**config.mk**
```make
export PLATFORM = sky130hd
export DESIGN_NAME = out_capture_fifo
export DESIGN_NICKNAME = d
export VERILOG_FILES = /design/src/rtl/out_capture_fifo.sv
export SDC_FILE = /design/constraint.sdc
export NUM_CORES = 1
export LEC_CHECK = 0
export CAP_MARGIN = 20
export CORE_AREA = 2 2 52 54
export CTS_CLUSTER_SIZE = 8
export DETAILED_ROUTE_END_ITERATION = 12
export DIE_AREA = 0 0 54 56
export PLACE_DENSITY = 0.76
export SYNTH_ARGS = -nofsm -noshare
export SYNTH_HDL_FRONTEND = slang
export SYNTH_SLANG_ARGS = --single-unit
export TNS_END_PERCENT = 10
```
**constraint.sdc**
```tcl
create_clock -name clk -period 1.7 [get_ports clk]
set_input_delay 0.34 -clock clk [delete_from_list [all_inputs] [get_ports clk]]
set_output_delay 0.34 -clock clk [all_outputs]
set_load 0.01 [all_outputs]
```
**src/rtl/out_capture_fifo.sv**
```systemverilog
// Capture FIFO for {out0, bus_out} samples with a first-word fall-through read side and sticky overflow.
// Optional push gating on change of sample word: define OUT_CAPTURE_CHANGE_DETECT_EN.
module out_capture_fifo #(
  parameter int DEPTH = 4,
  parameter int CW    = 3
) (
  input  logic          clk,
  input  logic          rst_n,
  input  logic          out0,
  input  logic [1:0]    bus_out,
  input  logic          sample_en,
  input  logic          rd_ready,
  input  logic          ovf_clr,
  output logic          rd_valid,
  output logic [2:0]    rd_data,
  output logic [CW-1:0] count,
  output logic          full,
  output logic          empty,
  output logic          overflow
);

  localparam int AW = (DEPTH > 1) ? $clog2(DEPTH) : 1;

  if (DEPTH < 2 || DEPTH > 16 || (DEPTH & (DEPTH - 1)) != 0) begin : g_bad_depth
    $error("out_capture_fifo: DEPTH must be a power of two between 2 and 16");
  end
  if (CW != AW + 1) begin : g_bad_cw
    $error("out_capture_fifo: CW must equal log2(DEPTH)+1");
  end

  logic [2:0]    mem_q [DEPTH];
  logic [AW-1:0] wr_ptr_q, wr_ptr_d;
  logic [AW-1:0] rd_ptr_q, rd_ptr_d;
  logic [CW-1:0] count_q, count_d;
  logic          overflow_q, overflow_d;
  logic [DEPTH-1:0] wr_en;

  logic [2:0] sample_word;
  logic       push_req;
  logic       pop;
  logic       push_acc;
  logic       drop;

  assign sample_word = {out0, bus_out};

`ifdef OUT_CAPTURE_CHANGE_DETECT_EN
  logic [2:0] last_word_q;
  logic       first_flag_q;

  // Only a word that actually enters storage becomes the new comparison reference.
  assign push_req = sample_en && (first_flag_q || (sample_word != last_word_q));

  always_ff @(posedge clk or negedge rst_n) begin
    if (!rst_n) begin
      last_word_q  <= 3'b000;
      first_flag_q <= 1'b1;
    end else if (push_acc) begin
      last_word_q  <= sample_word;
      first_flag_q <= 1'b0;
    end
  end
`else
  assign push_req = sample_en;
`endif

  assign empty    = (count_q == '0);
  assign full     = (count_q == CW'(DEPTH));
  assign rd_valid = !empty;
  assign count    = count_q;
  assign overflow = overflow_q;
  assign rd_data  = mem_q[rd_ptr_q];

  assign pop      = rd_valid && rd_ready;
  // A pop in the same cycle frees the slot, so a full FIFO can still accept.
  assign push_acc = push_req && (!full || pop);
  assign drop     = push_req && full && !pop;

  always_comb begin
    wr_ptr_d = wr_ptr_q;
    rd_ptr_d = rd_ptr_q;
    if (push_acc) begin
      wr_ptr_d = (wr_ptr_q == AW'(DEPTH - 1)) ? '0 : wr_ptr_q + AW'(1);
    end
    if (pop) begin
      rd_ptr_d = (rd_ptr_q == AW'(DEPTH - 1)) ? '0 : rd_ptr_q + AW'(1);
    end
  end

  always_comb begin
    count_d = count_q;
    case ({push_acc, pop})
      2'b10:   count_d = count_q + CW'(1);
      2'b01:   count_d = count_q - CW'(1);
      default: count_d = count_q;
    endcase
  end

  // A new drop wins over a clear in the same cycle.
  always_comb begin
    overflow_d = overflow_q;
    if (drop) begin
      overflow_d = 1'b1;
    end else if (ovf_clr) begin
      overflow_d = 1'b0;
    end
  end

  for (genvar gi = 0; gi < DEPTH; gi++) begin : g_wr_en
    assign wr_en[gi] = push_acc && (wr_ptr_q == AW'(gi));
  end

  always_ff @(posedge clk or negedge rst_n) begin
    if (!rst_n) begin
      for (int i = 0; i < DEPTH; i++) begin
        mem_q[i] <= 3'b000;
      end
    end else begin
      for (int i = 0; i < DEPTH; i++) begin
        if (wr_en[i]) begin
          mem_q[i] <= sample_word;
        end
      end
    end
  end

  always_ff @(posedge clk or negedge rst_n) begin
    if (!rst_n) begin
      wr_ptr_q   <= '0;
      rd_ptr_q   <= '0;
      count_q    <= '0;
      overflow_q <= 1'b0;
    end else begin
      wr_ptr_q   <= wr_ptr_d;
      rd_ptr_q   <= rd_ptr_d;
      count_q    <= count_d;
      overflow_q <= overflow_d;
    end
  end

endmodule

```
==> run_results.csv <==
group,metric,value,unit
status,status,"finished with violations",
status,violations,"setup timing",
route,dr.pass1.iters,4,
finish,fill_cells,211,
pwr,p_comb_share,56.6,%
placed_design,dpl_cell_area,0.00138,mm^2
setup_path,start_kind,"register",
yosys,synth_edf_count,0,
cts,ctsRootBufferMaster,"clkbuf_4",
timing,final.period_utilization,110,%
setup_path,critPathKind,"register to register",
timing,max_freq,532,MHz
route,route.met2.wl,1150,um
yosys,syn_inst,88,
setup_path,crit_path_top_delay_cell,"fa_1",
finish,multi_input_area,561,um^2
floorplan,die_height,56,um
finish,finish.utilization,58.5,%
cts,numCtsBuffers,3,
cts,cts_tree,"done",
yosys,yosys.area_share.adder,7.65,%
setup_path,r2r_cells,6,
setup_path,cp.arrival,2100,ps
yosys,synth_top_cell_by_area,"dfrtp_1",
yosys,yosysMostFrequentCell,"dfrtp_1",
route,wl_met3,60,um
floorplan,fp.coreArea,0.00243,mm^2
yosys,synth.top_cell.area_share,46.3,%
timing,grt_setup_unrepaired,"true",
timing,worst_slew_pin_slew,341,ps
setup_path,critPathTopFamily,"simple AND/OR/NAND/NOR gates",
setup_path,cp.required,1920,ps
timing,skew,10.9,ps
cts,clk_pin_slew,110,ps
pwr,p_clk_share,8.7,%
cts,clock_latency,290,ps
cts,hold_buffers,0,
job,cap_violations,0,
placed_design,numPortBuffers,17,
cts,cts_buffer_depth,2,
pwr,power_density,1790,mW/mm^2
yosys,synthArstFlopShare,100,%
finish,fin_area,0.00142,mm^2
cts,cts_sinks,20,
timing,maxSlewHeadroom,77.2,%
yosys,synth_fp_nets,102,
floorplan,fp.dieW,54,um
route,drt_iter0_drc,16,
setup_path,cp-end-kind,"register",
yosys,synth.lib_cells_used.distinct,24,
route,routed-via-count,762,
floorplan,start_util,44.4,%
floorplan,num_rows,18,
setup_path,cp_slowest_stage_delay,430,ps
route,wl_met1,850,um
timing,hold_viol_final,0,
route,drt-total-wl,2080,um
route,antenna_left,0,
grt,grt_pass1_wl,3640,um
yosys,synth_top_family_by_area,"multiplexers",
pwr,swShare,34.1,%
grt,grt_max_degree,21,
setup_path,crit_fanout,2,
yosys,synth_area,0.00108,mm^2
yosys,synthSimpleGateAreaFrac,12.2,%
yosys,ys_dominant_reg_cell,"dfrtp_1",
setup_path,cp_num_buf_inv,0,
placed_design,dpl.hpwl,1590,um
yosys,synthXorXnorAreaFrac,1.62,%
yosys,postSynthAreaPerCell,12.3,um^2
finish,drive_above_1_share,41.0,%
grt,grt_pass1_vias,825,
route,remaining_drc_errors,0,
timing,period_needed,1880,ps
yosys,yosys-top-cells-area,"dfrtp_1 46%, mux2_2 17%, mux4_2 6.3%",
finish,register_area,504,um^2
pwr,seqPwrFrac,34.7,%
grt,grt.overflow.total,0,
grt,antenna_found_initial,0,
placed_design,place_inst,145,
route,viasPerCell,5.01,
timing,drv_slew,0,
yosys,ys_seq_area_share,46.3,%
timing,setup_viol,8,
floorplan,die-area,0.00302,mm^2
finish,nNetsFinal,137,
route,wl_per_cell,13.7,um
pwr,netSwitchingPower,870,uW
route,top_layer,"met4",
grt,grt_use_total,16.5,%
pwr,power.leakage,0.000645,uW
min_path,hold_class,"input pin to async pin",
yosys,synth_commonest_cells,"20 x dfrtp_1, 16 x mux2_2, 9 x nor2_1",
floorplan,io_pins,18,
yosys,ys_ff_latch,20,
setup_path,cp.depth,6,
yosys,yosysWarningCount,0,
pwr,peakVddDrop,0.936,mV
finish,layoutNonFillerInstCount,152,
finish,antenna_cells,0,
placed_design,gp_congestion,0.762,
timing,setup_slack,-178,ps
timing,tns,-753,ps
pwr,p_int,1680,uW
yosys,synth_compound_area_share,6.26,%
setup_path,path_cells,"or3_4 -> nand3b_1 -> fa_1 -> o21ba_4 -> o211ai_1 -> a22oi_1",
cts,htree_levels,1,
finish,synthToLayoutAreaGrowth,31.7,%
yosys,synthMuxAreaShare,22.9,%
[metal layers]
| layer | up-vias | GRT usage, % |
|---|---|---|
| met4 | 0 | 3.21 |
| met5 | - | 0 |
| met3 | 2 | 5.11 |
| met1 | 371 | 19.2 |
| li1 | 379 | - |
| met2 | 10 | 28.9 |
[power groups by stage]
| stage | sequential, uW | combinational (uW) | clock (uW) |
|---|---|---|---|
| finish | 885 | 1450 | 223 |
| global route | 920 | 1580 | 256 |
| CTS | 885 | 1420 | 240 |
| detailed placement | 903 | 1440 | 0 |
| global placement | 882 | 1390 | 0 |
| floorplan | 921 | 816 | 0 |
[state kept, by name, summed over array words and instances, names as in the netlist]
name / count
overflow: 1
count: 3
rd_ptr_q: 2
mem_q: 12
wr_ptr_q: 2
[area by class of cell]
type	instances	share of cell area, %
multi-input combinational	60	39.4
sequential	20	35.4
timing repair buffer	32	19.1
tap	30	2.64
clock buffer	4	1.85
inverter	6	1.58
[metrics by stage]
stage | hold WS, ps | total power, uW | setup slack, ps
after floorplan | 44.4 | 1740 | -261
after global placement | 484 | 2270 | -247
after detailed placement | 492 | 2350 | -344
after CTS | 365 | 2540 | -191
after global routing | 388 | 2760 | -253
final | 367 | 2550 | -178
[cells in the final DEF (no fill, tap or decap), drive strengths merged, types with 2 or more instances in the layout]
cell type / synthesis / layout
xor2: 2 / 2
dlygate4sd2: 0 / 3
clkdlybuf4s50: 0 / 8
nand3b: 2 / 2
clkbuf: 0 / 4
mux2: 16 / 16
inv: 6 / 6
nand2: 6 / 6
o21ai: 2 / 2
dfrtp: 20 / 20
o211ai: 2 / 2
buf: 2 / 20
ha: 5 / 5
nor2: 9 / 9
mux4: 3 / 3
nand2b: 2 / 2
[cell families (layout without fill, tap and decap cells)]
family | count (synthesis) | after routing
adders and majority gates | 6 | 6
AOI/OAI and AO/OA | 9 | 9
DFF | 20 | 20
xor gates and xnor gates | 2 | 2
muxes | 19 | 19
buffers and inverters | 8 | 42
and+or+nand+nor | 24 | 24
[worst paths after layout]
path                          start        end  slack [ps]
max                        count[0]   count[1]        -180
max in group asynchronous     rst_n   count[1]        1110
min reg2reg                mem_q[2]   mem_q[2]         510
min in group clk           mem_q[2]   mem_q[2]         510
max reg2reg                count[0]   count[1]        -180
min                           rst_n  mem_q[11]         370
[repair_timing]
| item | CTS | global route |
|---|---|---|
| setup buffers | 3 | 0 |
| cloned | 0 | 0 |
| gates resized for setup | 29 | 2 |
| pin swaps | 3 | 1 |
| hold endpoints to repair | 0 | 0 |
| endpoints found under the setup margin | 11 | 19 |
Note: power is estimated with default switching activity, not from simulation.
